--- src/rtl/pc_ctrl_pkg.sv ---
// pc_ctrl_pkg
// Shared types and constants for the program-counter sequencing controller.
//   pc_state_t           controller FSM states
//   TRAP_VECTOR_DEFAULT  PC loaded when a redirect target is misaligned
//   redirect_t           resolved EX-stage redirect (valid, isJump, tgt)
//   is_misaligned        word-alignment test on a target address
package pc_ctrl_pkg;

    typedef enum logic [1:0] {
        RUN    = 2'd0,
        LSTALL = 2'd1,
        MWAIT  = 2'd2
    } pc_state_t;

    localparam logic [31:0] TRAP_VECTOR_DEFAULT = 32'h0000_0100;

    typedef struct packed {
        logic        valid;
        logic        isJump;
        logic [31:0] tgt;
    } redirect_t;

    function automatic logic is_misaligned(input logic [31:0] addr);
        return addr[1:0] != 2'b00;
    endfunction

endpackage

--- src/rtl/pc_control_if.sv ---
// pc_control_if
// Bundles the controller's hazard/redirect inputs and its PC-register and
// pipeline-register controls.
//   master : the controller (consumes hazards, drives controls)
//   slave  : the core side (drives hazards, consumes controls)
interface pc_control_if;

    logic        imemReady;
    logic        loadUse;
    logic        branchTaken;
    logic [31:0] branchPC;
    logic [31:0] branchOffset;
    logic        jumpReg;
    logic [31:0] jumpTarget;
    logic        excAck;

    logic        hold;
    logic        branch;
    logic        bypass;
    logic [31:0] PCbranch;
    logic [31:0] PCcurrent;
    logic        stallIFID;
    logic        flushIFID;
    logic        flushIDEX;
    logic        excValid;
    logic [31:0] excAddr;

    modport master (
        input  imemReady, loadUse, branchTaken, branchPC, branchOffset,
               jumpReg, jumpTarget, excAck,
        output hold, branch, bypass, PCbranch, PCcurrent,
               stallIFID, flushIFID, flushIDEX, excValid, excAddr
    );

    modport slave (
        output imemReady, loadUse, branchTaken, branchPC, branchOffset,
               jumpReg, jumpTarget, excAck,
        input  hold, branch, bypass, PCbranch, PCcurrent,
               stallIFID, flushIFID, flushIDEX, excValid, excAddr
    );

endinterface

--- src/rtl/redirect_resolve.sv ---
// redirect_resolve
// Combinational selection of the EX-stage redirect. JALR wins over a taken
// branch; the resolved target is flagged when it is not word aligned.
//   branchTaken/branchPC/branchOffset : conditional branch from EX
//   jumpReg/jumpTarget                : JALR from EX
//   redirect                          : valid, isJump, tgt
//   misaligned                        : valid redirect with tgt[1:0] != 0
import pc_ctrl_pkg::*;

module redirect_resolve (
    input  logic        branchTaken,
    input  logic [31:0] branchPC,
    input  logic [31:0] branchOffset,
    input  logic        jumpReg,
    input  logic [31:0] jumpTarget,
    output redirect_t   redirect,
    output logic        misaligned
);

    always_comb begin
        redirect = '0;
        if (jumpReg) begin
            redirect.valid  = 1'b1;
            redirect.isJump = 1'b1;
            redirect.tgt    = jumpTarget & ~32'd1;
        end else if (branchTaken) begin
            redirect.valid  = 1'b1;
            redirect.isJump = 1'b0;
            redirect.tgt    = branchPC + branchOffset;
        end
        misaligned = redirect.valid && is_misaligned(redirect.tgt);
    end

endmodule

--- src/rtl/pc_control.sv ---
// pc_control
// Decides each cycle how the PC register advances and which pipeline
// registers stall or flush. Priority: trap > JALR > branch > load-use
// stall > instruction-memory wait > sequential advance.
//   Clock, Reset : rising-edge clock, synchronous active-high reset
//   bus          : pc_control_if.master (hazard inputs, PC/pipeline controls,
//                  registered exception record)
//
//   state  | meaning
//   RUN    | normal fetch; may start a load-use stall or memory wait
//   LSTALL | remaining load-use bubble cycles, counted down by cnt
//   MWAIT  | instruction memory not ready; PC held until it is
import pc_ctrl_pkg::*;

module pc_control #(
    parameter int unsigned LOAD_STALL  = 1,
    parameter logic [31:0] TRAP_VECTOR = TRAP_VECTOR_DEFAULT
) (
    input  logic         Clock,
    input  logic         Reset,
    pc_control_if.master bus
);

    // Counter holds LOAD_STALL-2 at most: the detection cycle and the final
    // LSTALL cycle (cnt==0) account for the other two bubbles.
    localparam int CNT_W = (LOAD_STALL > 2) ? $clog2(LOAD_STALL - 1) : 1;

    pc_state_t        state, state_n;
    logic [CNT_W-1:0] cnt, cnt_n;
    logic             exc_valid_q;
    logic [31:0]      exc_addr_q;

    redirect_t        rd;
    logic             misaligned;
    logic             trap;

    logic             hold, branch, bypass;
    logic [31:0]      pc_branch, pc_current;
    logic             stall_ifid, flush_ifid, flush_idex;

    redirect_resolve u_redirect (
        .branchTaken  (bus.branchTaken),
        .branchPC     (bus.branchPC),
        .branchOffset (bus.branchOffset),
        .jumpReg      (bus.jumpReg),
        .jumpTarget   (bus.jumpTarget),
        .redirect     (rd),
        .misaligned   (misaligned)
    );

    assign trap = misaligned;

    always_comb begin
        state_n    = state;
        cnt_n      = cnt;
        hold       = 1'b0;
        branch     = 1'b0;
        bypass     = 1'b0;
        pc_branch  = 32'd0;
        pc_current = 32'd0;
        stall_ifid = 1'b0;
        flush_ifid = 1'b0;
        flush_idex = 1'b0;

        if (rd.valid) begin
            // Any redirect abandons a pending stall or wait.
            flush_ifid = 1'b1;
            flush_idex = 1'b1;
            state_n    = RUN;
            cnt_n      = '0;
            if (trap) begin
                bypass    = 1'b1;
                pc_branch = TRAP_VECTOR;
            end else if (rd.isJump) begin
                bypass    = 1'b1;
                pc_branch = rd.tgt;
            end else begin
                // PC register performs PCcurrent + PCbranch itself.
                branch     = 1'b1;
                pc_current = bus.branchPC;
                pc_branch  = bus.branchOffset;
            end
        end else begin
            case (state)
                RUN: begin
                    if (bus.loadUse) begin
                        hold       = 1'b1;
                        stall_ifid = 1'b1;
                        flush_idex = 1'b1;
                        if (LOAD_STALL > 1) begin
                            cnt_n   = CNT_W'(LOAD_STALL - 2);
                            state_n = LSTALL;
                        end
                    end else if (!bus.imemReady) begin
                        hold       = 1'b1;
                        stall_ifid = 1'b1;
                        flush_idex = 1'b1;
                        state_n    = MWAIT;
                    end
                end
                LSTALL: begin
                    hold       = 1'b1;
                    stall_ifid = 1'b1;
                    flush_idex = 1'b1;
                    if (cnt == '0) begin
                        state_n = bus.imemReady ? RUN : MWAIT;
                    end else begin
                        cnt_n = cnt - 1'b1;
                    end
                end
                MWAIT: begin
                    if (!bus.imemReady) begin
                        hold       = 1'b1;
                        stall_ifid = 1'b1;
                        flush_idex = 1'b1;
                    end else begin
                        state_n = RUN;
                    end
                end
                default: state_n = RUN;
            endcase
        end
    end

    always_ff @(posedge Clock) begin
        if (Reset) begin
            state       <= RUN;
            cnt         <= '0;
            exc_valid_q <= 1'b0;
            exc_addr_q  <= 32'd0;
        end else begin
            state <= state_n;
            cnt   <= cnt_n;
            // A new trap beats an acknowledge in the same cycle; the first
            // faulting address is kept until the handler consumes it.
            if (trap) begin
                exc_valid_q <= 1'b1;
                if (!exc_valid_q) begin
                    exc_addr_q <= rd.tgt;
                end
            end else if (bus.excAck) begin
                exc_valid_q <= 1'b0;
            end
        end
    end

    // Reset forces every output low, including before the first reset edge.
    assign bus.hold      = !Reset && hold;
    assign bus.branch    = !Reset && branch;
    assign bus.bypass    = !Reset && bypass;
    assign bus.PCbranch  = Reset ? 32'd0 : pc_branch;
    assign bus.PCcurrent = Reset ? 32'd0 : pc_current;
    assign bus.stallIFID = !Reset && stall_ifid;
    assign bus.flushIFID = !Reset && flush_ifid;
    assign bus.flushIDEX = !Reset && flush_idex;
    assign bus.excValid  = !Reset && exc_valid_q;
    assign bus.excAddr   = Reset ? 32'd0 : exc_addr_q;

endmodule

--- src/flat_wrapper.sv ---
// flat-port wrapper written by rule: the top's interface ports become plain ports
module pc_control_flat 
#(
    parameter int unsigned LOAD_STALL  = 1,
    parameter logic [31:0] TRAP_VECTOR = TRAP_VECTOR_DEFAULT
)
  (Clock, Reset, bus_imemReady, bus_loadUse, bus_branchTaken, bus_branchPC, bus_branchOffset, bus_jumpReg, bus_jumpTarget, bus_excAck, bus_hold, bus_branch, bus_bypass, bus_PCbranch, bus_PCcurrent, bus_stallIFID, bus_flushIFID, bus_flushIDEX, bus_excValid, bus_excAddr);
  pc_control_if bus_i ();
  input  logic Clock;
  input  logic Reset;
  input wire logic [$bits(bus_i.imemReady)-1:0] bus_imemReady;
  input wire logic [$bits(bus_i.loadUse)-1:0] bus_loadUse;
  input wire logic [$bits(bus_i.branchTaken)-1:0] bus_branchTaken;
  input wire logic [$bits(bus_i.branchPC)-1:0] bus_branchPC;
  input wire logic [$bits(bus_i.branchOffset)-1:0] bus_branchOffset;
  input wire logic [$bits(bus_i.jumpReg)-1:0] bus_jumpReg;
  input wire logic [$bits(bus_i.jumpTarget)-1:0] bus_jumpTarget;
  input wire logic [$bits(bus_i.excAck)-1:0] bus_excAck;
  output wire logic [$bits(bus_i.hold)-1:0] bus_hold;
  output wire logic [$bits(bus_i.branch)-1:0] bus_branch;
  output wire logic [$bits(bus_i.bypass)-1:0] bus_bypass;
  output wire logic [$bits(bus_i.PCbranch)-1:0] bus_PCbranch;
  output wire logic [$bits(bus_i.PCcurrent)-1:0] bus_PCcurrent;
  output wire logic [$bits(bus_i.stallIFID)-1:0] bus_stallIFID;
  output wire logic [$bits(bus_i.flushIFID)-1:0] bus_flushIFID;
  output wire logic [$bits(bus_i.flushIDEX)-1:0] bus_flushIDEX;
  output wire logic [$bits(bus_i.excValid)-1:0] bus_excValid;
  output wire logic [$bits(bus_i.excAddr)-1:0] bus_excAddr;
  assign bus_i.imemReady = bus_imemReady;
  assign bus_i.loadUse = bus_loadUse;
  assign bus_i.branchTaken = bus_branchTaken;
  assign bus_i.branchPC = bus_branchPC;
  assign bus_i.branchOffset = bus_branchOffset;
  assign bus_i.jumpReg = bus_jumpReg;
  assign bus_i.jumpTarget = bus_jumpTarget;
  assign bus_i.excAck = bus_excAck;
  assign bus_hold = bus_i.hold;
  assign bus_branch = bus_i.branch;
  assign bus_bypass = bus_i.bypass;
  assign bus_PCbranch = bus_i.PCbranch;
  assign bus_PCcurrent = bus_i.PCcurrent;
  assign bus_stallIFID = bus_i.stallIFID;
  assign bus_flushIFID = bus_i.flushIFID;
  assign bus_flushIDEX = bus_i.flushIDEX;
  assign bus_excValid = bus_i.excValid;
  assign bus_excAddr = bus_i.excAddr;
  pc_control #(.LOAD_STALL(LOAD_STALL), .TRAP_VECTOR(TRAP_VECTOR)) u_core (.Clock(Clock), .Reset(Reset), .bus(bus_i));
endmodule
--- config.mk ---
export PLATFORM = sky130hd
export DESIGN_NAME = pc_control_flat
export DESIGN_NICKNAME = d
export VERILOG_FILES = /design/src/rtl/pc_ctrl_pkg.sv /design/src/rtl/pc_control_if.sv /design/src/rtl/redirect_resolve.sv /design/src/rtl/pc_control.sv /design/src/flat_wrapper.sv
export SDC_FILE = /design/constraint.sdc
export NUM_CORES = 1
export LEC_CHECK = 0
export BUFFER_PORTS_ARGS = -buffer_cell sky130_fd_sc_hd__buf_4
export CAP_MARGIN = 15
export CORE_MARGIN = 5
export CORE_UTILIZATION = 51
export CTS_BUF_LIST = sky130_fd_sc_hd__clkbuf_16
export DETAILED_ROUTE_END_ITERATION = 8
export PLACE_DENSITY = 0.89
export SLEW_MARGIN = 20
export SYNTH_ARGS = -nofsm -noshare
export SYNTH_HDL_FRONTEND = slang
export SYNTH_SLANG_ARGS = --single-unit
--- constraint.sdc ---
create_clock -name Clock -period 3.6 [get_ports Clock]
set_input_delay 0.18 -clock Clock [delete_from_list [all_inputs] [get_ports Clock]]
set_output_delay 0.18 -clock Clock [all_outputs]
set_load 0.01 [all_outputs]
; Word level (Yosys, flattened, before mapping)
; Cells that the tools add are included.
[word_totals]
regBits = 36
out_inout_bits = 103
inputBits = 103
[classes]
muxes = 32
n_bitwise = 1
eq_ne = 6
n_addsub = 2
n_reduce_logical = 14
[ops]
columns = operator, n
row1 = $mux 32, 9
row2 = $mux 34, 2
row3 = $add 32x32->32, 1
row4 = $mux 1, 14
row5 = $mux 2, 5
row6 = $ne 2x2->1 const B, 4
row7 = $logic_and 1x1->1, 7
row8 = $pmux 2 s3, 1
row9 = $reduce_and 4->1, 1
row10 = $reduce_bool 2->1, 2
row11 = $pmux 1 s3, 1
row12 = $eq 2x1->1 const B, 1
row13 = $eq 2x2->1 const B, 1
row14 = $logic_not 2->1, 1
row15 = $reduce_and 2->1, 1
row16 = $reduce_or 2->1, 1
row17 = $logic_not 1->1, 1
row18 = $not 1->1, 1
row19 = $sub 1x1->1 const B, 1

; Depth between registers and ports, before layout
; Gate-level depths: netlist (run 1).
[depth]
depth_word = 8
ltp_mapped = 11

; By module
; From an unflattened synthesis (run 1), not the netlist that was laid out.
[hier_totals]
cells_unflattened = 652
area_unflattened_um2 = 4449.3
[modules_own_cells]
columns = mod, seq_area_each_um2, cells_each, n_inst, area_each_um2
row1 = redirect_resolve, 0.0, 349, 1, 2252.2
row2 = pc_control, 680.7, 303, 1, 2197.1

; Least setup slack after synthesis (run 1)
; OpenSTA, ideal clock, no wires.
[synth_path]
kind = in2out
startpoint = in bus_branchOffset[0]
endpoint = out bus_PCbranch[0]
setup_slack_ns = 1.347
required_time_ns = 3.420
path_stages = 9
arrival_ns = 2.073
cell_sequence = ha_1 -> inv_1 -> fa_1 -> nand2b_1 -> a22oi_1 -> nand2_1 -> nor2_1 -> clkbuf_1 -> and2_1
[synth_between]
elab_chain_cells = 8
[synth_rtl]
columns = element, line_no
row1 = start: declaration, flat_wrapper.sv:15  ; input wire logic [$bits(bus_i.branchOffset)-1:0] bus_branchOffset;
row2 = $add 32x32->32, redirect_resolve.sv:29  ; redirect.tgt = branchPC + branchOffset;
row3 = $mux 34, redirect_resolve.sv:26  ; end else if (branchTaken) begin
row4 = $mux 34, redirect_resolve.sv:22  ; if (jumpReg) begin
row5 = $reduce_bool 2->1, pc_ctrl_pkg.sv:24  ; return addr[1:0] != 2'b00;
row6 = $logic_and 1x1->1, redirect_resolve.sv:31  ; misaligned = redirect.valid && is_misaligned(redirect.tgt);
row7 = $mux 32 *, pc_control.sv:71  ; if (trap) begin
row8 = $mux 32 *, pc_control.sv:65  ; if (rd.valid) begin
row9 = $mux 32 *, pc_control.sv:151  ; assign bus.PCbranch = Reset ? 32'd0 : pc_branch;
row10 = end: declaration, flat_wrapper.sv:22  ; output wire logic [$bits(bus_i.PCbranch)-1:0] bus_PCbranch;
; Every way passes the cells marked *; elsewhere a longest branch is shown, timed or not.

; Worst setup path after layout (run 1)
[layout_path]
startpoint = in bus_branchOffset[0]
endpoint = out bus_PCcurrent[11]
[layout_between]
elab_chain_cells = 8
[layout_rtl]
columns = element, line_no
row1 = $add 32x32->32, redirect_resolve.sv:29
row2 = $mux 34, redirect_resolve.sv:26
row3 = $mux 34, redirect_resolve.sv:22
row4 = $reduce_bool 2->1, pc_ctrl_pkg.sv:24
row5 = $logic_and 1x1->1, redirect_resolve.sv:31
row6 = $mux 32, pc_control.sv:71
row7 = $mux 32, pc_control.sv:65
row8 = $mux 32, pc_control.sv:152  ; assign bus.PCcurrent = Reset ? 32'd0 : pc_current;
row9 = end: declaration, flat_wrapper.sv:23  ; output wire logic [$bits(bus_i.PCcurrent)-1:0] bus_PCcurrent;
; No other way between the ends.

==> flow_summary.json, run 1 <==
{
  "crit_path_cell_trace": "buf_4 -> ha_1 -> inv_1 -> fa_1 -> nand2b_1 -> a22oi_1 -> nand2_1 -> nor2_2 -> buf_4 -> and2_1 -> buf_4",
  "grtUsageMet1_pct": 42.5,
  "final_cell_mix": "buf_4 (212), nor2_1 (63), a21oi_1 (55)",
  "grt_use_total_pct": 31.0,
  "fin_tns_setup_ps": 0,
  "timing.final.crit_share_pct": 86.2,
  "drv_slew": 0,
  "maxSlewHeadroom_pct": 48.2,
  "cts_repair_resize_count": 0,
  "async_reset_ff_share_pct": 0,
  "via_per_inst": 6.06,
  "yosysTopAreaCellShare_pct": 16.6,
  "vdd_drop_max_uv": 202,
  "hold_start": "bus_imemReady",
  "syn2layout_area_growth_pct": 41.3,
  "rr_startpoint": "u_core.exc_valid_q",
  "final_layout_size_suffix_gt1_share_pct": 30.6,
  "num_io_pins": 206,
  "cp_max_fo": 18,
  "fin_area_mm2": 0.00579,
  "final_net_count": 891,
  "cts_max_path_buffers": 2,
  "placed_cell_area_mm2": 0.00565,
  "ctsHoldBuffers": 0,
  "layout_setup_ws_ps": 498,
  "max_cap_violations": 0,
  "cts_root_buf": "clkbuf_16",
  "syn_avg_cell_area_um2": 7.09,
  "worstSetupPathType": "input port to output port",
  "rr_worst_depth": 4,
  "hpwlAfterDp_um": 13200,
  "num_antenna_cells": 0,
  "tightest_slew_ps": 777,
  "power.density_mw_per_mm2": 285,
  "wire_per_inst_um": 19.1,
  "initialDrtViolationCount": 469,
  "max_clock_freq_mhz": 322,
  "busiest_layer": "met2",
  "die-area_mm2": 0.00993,
  "rsz0062_at_grt": "false",
  "synth_area_leaders": "dfxtp_1 (17%), ha_1 (9.5%), a21oi_1 (6.7%)",
  "grt_pass1_vias": 4778,
  "r2r_end": "u_core.exc_addr_q[11]",
  "clk_latency_ps": 270,
  "synth_edf_count": 0,
  "io_buffers": 204,
  "cp.arrival_ps": 2920,
  "row_count": 32,
  "crit_slowest_cell": "nand2_1",
  "initial_core_util_pct": 52.8,
  "syn_nets": 713,
  "synth_area_mm2": 0.00410,
  "cts_buffers": 5,
  "grtUsageMet2_pct": 50.5,
  "coreArea_mm2": 0.00777,
  "hold_viol": 0,
  "vias": 5203,
  "period_needed_ps": 3100,
  "ys_types": 60,
  "postCtsSetupBuffers": 0,
  "finalWirelength_um": 16400,
  "clk_pin_slew_ps": 50,
  "startpoint_type": "input port",
  "yosysSeqAreaShare_pct": 16.6,
  "ys.flop_type": "dfxtp_1",
  "clock_sinks": 34,
  "antenna_found_initial": 0,
  "ys_warn_count": 0,
  "cts_tree": "built",
  "drc": 0,
  "die_height_um": 99.7,
  "h-tree-depth": 2,
  "max_stage_delay_ps": 570,
  "reg2reg_slack_ps": 1860,
  "synthCells": 578,
  "holdPathEnd": "u_core.state[1]",
  "fillCellCount": 599,
  "grt_max_degree": 72,
  "place_ws_ps": 515,
  "p_leak_nw": 2.77,
  "end_kind": "output port",
  "clock_skew_ps": 2.69,
  "crit_required_ps": 3420,
  "cp_common_cell": "buf_4",
  "status": "complete, no violations",
  "setup_viol": 0,
  "chipWidth_um": 99.7,
  "holdPathStages": 2,
  "gp_congestion": 0.996,
  "grt-ovfl-total": 0,
  "ys_seq_elements": 34,
  "yosysTopAreaCell": "dfxtp_1",
  "drt_pass1_iterations": 7,
  "hold_class": "input port to register",
  "grt_pass1_wl_um": 24900,
  "layout_commonest_cell": "buf_4",
  "ant_nets": 0,
  "met3_usage_pct": 3.23
}
-- kinds of logic (layout without fill, tap and decap cells) --
group | count (synthesis) | count (layout) | synth area share [%]
buffers and inverters | 49 | 228 | 4.94
AOI/OAI and AO/OA | 171 | 171 | 28.3
adders and majority gates | 32 | 32 | 9.95
and+or+nand+nor | 249 | 249 | 30.4
muxes | 20 | 20 | 4.88
DFF | 34 | 34 | 16.6
xor gates and xnor gates | 23 | 23 | 4.91
-- worst max-delay path by stage --
| stage | from | end | slack [ps] | depth (start not counted) |
|---|---|---|---|---|
| detailed placement | bus_branchOffset[0] | bus_PCcurrent[11] | 510 | 11 |
| CTS | bus_branchOffset[0] | bus_PCcurrent[11] | 530 | 11 |
| global route | bus_branchPC[0] | bus_PCcurrent[11] | 290 | 11 |
| floorplan | bus_branchOffset[0] | bus_PCbranch[0] | 1350 | 9 |
| global placement | bus_branchOffset[0] | bus_PCcurrent[13] | 670 | 11 |
| finish | bus_branchOffset[0] | bus_PCcurrent[11] | 500 | 11 |
-- sequential cells by signal (all words and copies together), names as in the netlist --
signal / count
u_core.exc_addr_q: 32
u_core.state: 1
u_core.exc_valid_q: 1
-- layer usage --
| metal | vias up | share of wire [%] |
|---|---|---|
| met4 | 0 | 4.1 |
| met1 | 2381 | 40 |
| li1 | 2436 | - |
| met5 | - | 0 |
| met2 | 320 | 47 |
| met3 | 66 | 8.7 |
-- final cells by class --
class / instances / area (um2) / area share [%]
clock buffers: 5 / 125 / 2.16
flip-flops and latches: 34 / 681 / 11.8
multi-input cells: 495 / 3220 / 55.7
well taps: 102 / 128 / 2.20
inverters: 8 / 30.0 / 0.518
clock inverters: 3 / 12.5 / 0.216
repair buffers: 212 / 1590 / 27.5
-- power breakdown --
part	switching, mW	internal (mW)	total (mW)
registers	0.0196	0.415	0.434
clock network	0.153	0.250	0.403
logic	0.451	0.360	0.811
-- cell usage after synthesis (all sizes together), types with 14 or more instances --
library cell / instances
and2: 34
nor2: 65
clkbuf: 30
nor2b: 36
xnor2: 14
o21ai: 22
a21oi: 58
nand2: 48
dfxtp: 34
ha: 31
a221oi: 14
a21o: 18
mux2i: 20
nor3: 25
-- critical path, delay by kind of cell --
kind	cells	cell delay [ps]
AND/OR/NAND/NOR	4	1070
adder cells (fa/ha/maj)	2	690
buffers and inverters	4	510
AO/OA/AOI/OAI	1	460
-- through the flow --
stage	util [%]	cells	hold slack [ps]	power (mW)
floorplan	-	578	256	0.917
global placement	72.8	851	360	1.21
detailed placement	72.8	851	373	1.23
CTS	74.6	859	83.3	1.63
global route	74.6	859	89.3	1.73
finish	74.6	859	82.7	1.65
Power figures use the tool's default switching activity.
==> run 2, diff against run 1 <==
CORE_ASPECT_RATIO = 2   (was not set)
==> flow_summary.json, run 2 (same netlist as run 1, synthesis figures left out) <==
{
  "status": "complete, no violations",
  "io_buffers": 204,
  "die-area_mm2": 0.0100,
  "layout_setup_ws_ps": 854,
  "crit_required_ps": 3420,
  "regArea_um2": 681,
  "die_height_um": 137,
  "crit_slowest_cell": "fa_1",
  "vias": 5041,
  "final_net_count": 890,
  "grt_use_total_pct": 30.1,
  "end_kind": "output port",
  "gp_congestion": 0.922,
  "cp_top_family": "simple AND/OR/NAND/NOR gates",
  "clock_skew_ps": 4.16,
  "cts_tree": "built",
  "h-tree-depth": 2,
  "power.density_mw_per_mm2": 307,
  "cts_buffers": 5,
  "fin_area_mm2": 0.00583,
  "grt_pass1_wl_um": 24000,
  "clk_pin_slew_ps": 60,
  "fin_hold_ws_ps": 79.4,
  "row_count": 46,
  "cp_max_fo": 15,
  "cts_root_buf": "clkbuf_16",
  "num_io_pins": 206,
  "r2r_end": "u_core.exc_addr_q[6]",
  "hold_start": "bus_imemReady",
  "worstSetupPathType": "input port to output port",
  "grt_max_degree": 72,
  "cts_repair_resize_count": 0,
  "timing.final.crit_share_pct": 76.3,
  "period_needed_ps": 2750,
  "wire_per_inst_um": 18.2,
  "hold_class": "input port to register",
  "max_clock_freq_mhz": 364,
  "cp.arrival_ps": 2570,
  "largest_reg_flops": 32,
  "chipWidth_um": 73.4,
  "final_layout_size_suffix_gt1_share_pct": 30.8,
  "rr_worst_depth": 6,
  "setup_viol": 0,
  "maxSlewHeadroom_pct": 53.3,
  "holdPathStages": 2,
  "reg2reg_slack_ps": 2040,
  "postCtsSetupBuffers": 0,
  "hold_viol": 0,
  "max_stage_delay_ps": 510,
  "placed_cell_area_mm2": 0.00564,
  "fillCellCount": 639,
  "holdPathEnd": "u_core.state[1]",
  "fin_util_pct": 74.0,
  "initialDrtViolationCount": 369,
  "layout_commonest_cell": "buf_4",
  "p_leak_nw": 2.78,
  "cts_max_path_buffers": 2,
  "via_per_inst": 5.92,
  "syn2layout_area_growth_pct": 42.3,
  "coreArea_mm2": 0.00789,
  "initial_core_util_pct": 52.0,
  "tightest_slew_ps": 701,
  "grt_pass1_vias": 5073,
  "largestRegisters": "u_core.exc_addr_q x32, u_core.exc_valid_q x1, u_core.state x1",
  "rr_startpoint": "u_core.exc_valid_q",
  "total_power_mw": 1.79,
  "clk_latency_ps": 290,
  "fin_tns_setup_ps": 0,
  "fin_cells": 852,
  "dp.cells": 844,
  "num_antenna_cells": 0,
  "clock_sinks": 34,
  "ant_nets": 0,
  "drt_pass1_iterations": 5,
  "hpwlAfterDp_um": 12300,
  "final_cell_mix": "buf_4 (211), nor2_1 (63), a21oi_1 (55)",
  "max_cap_violations": 0,
  "crit_path_cell_trace": "buf_4 -> ha_1 -> inv_1 -> fa_1 -> nand2b_1 -> a22oi_1 -> nand2_1 -> nor2_2 -> buf_4 -> and2_1 -> buf_4",
  "drv_slew": 0,
  "ctsHoldBuffers": 0,
  "vdd_drop_max_uv": 180,
  "rsz0062_at_grt": "false",
  "cp_common_cell": "buf_4",
  "place_ws_ps": 880,
  "largest-register": "u_core.exc_addr_q",
  "startpoint_type": "input port",
  "drc": 0,
  "multi_input_comb_area_mm2": 0.00322,
  "finalWirelength_um": 15500,
  "grt-ovfl-total": 0,
  "crit_buf_inv": 4,
  "antenna_found_initial": 0
}
-- run 2: changes by cell type in the layout (fill, tap and decap cells not counted) --
| cell | change |
|---|---|
| clkinv_4 | +1 |
| bufinv_16 | +2 |
| buf_4 | -1 |
| clkinv_1 | -1 |
| clkinv_2 | -1 |
| inv_1 | -1 |
-- run 2: worst max-delay path by stage --
stage	cells past startpoint	from	to
floorplan	9	bus_branchOffset[0]	bus_PCbranch[0]
global placement	12	bus_branchOffset[0]	u_core.exc_addr_q[6]
detailed placement	11	bus_branchOffset[0]	bus_PCcurrent[21]
CTS	11	bus_branchOffset[0]	bus_PCcurrent[21]
global route	11	bus_branchOffset[0]	bus_PCcurrent[21]
finish	11	bus_branchOffset[0]	bus_PCcurrent[21]
-- run 2: layer usage --
| metal | part of all wire (%) | wire length (um) | global-route usage [%] | up-vias |
|---|---|---|---|---|
| met2 | 54 | 8280 | 55.1 | 218 |
| met5 | 0 | 0 | 0 | - |
| met4 | 4.8 | 746 | 17.3 | 0 |
| met1 | 36 | 5500 | 32.2 | 2324 |
| li1 | - | - | - | 2439 |
| met3 | 6.1 | 944 | 3.16 | 60 |
-- run 2: final cells by class --
cell class / instances / share of cell area (%)
multi-input cells: 495 / 55.3
repair buffers: 211 / 27.2
flip-flops and latches: 34 / 11.7
clock buffers: 5 / 2.15
well taps: 96 / 2.06
clock inverters: 3 / 1.18
inverters: 8 / 0.515
-- run 2: worst register-to-register path: stages, from the launching register on --
cell and delay (ps):
dfxtp_1 370, or2_1 420, buf_4 330, a21oi_1 70, o31ai_1 90, o21ai_0 120
nor2_1 90
-- run 2: report_power, final --
group	internal [mW]	switching (mW)	leakage [nW]
combinational	0.356	0.431	2.41
clock	0.398	0.174	0.0940
sequential	0.414	0.0181	0.280
total	1.17	0.623	2.78
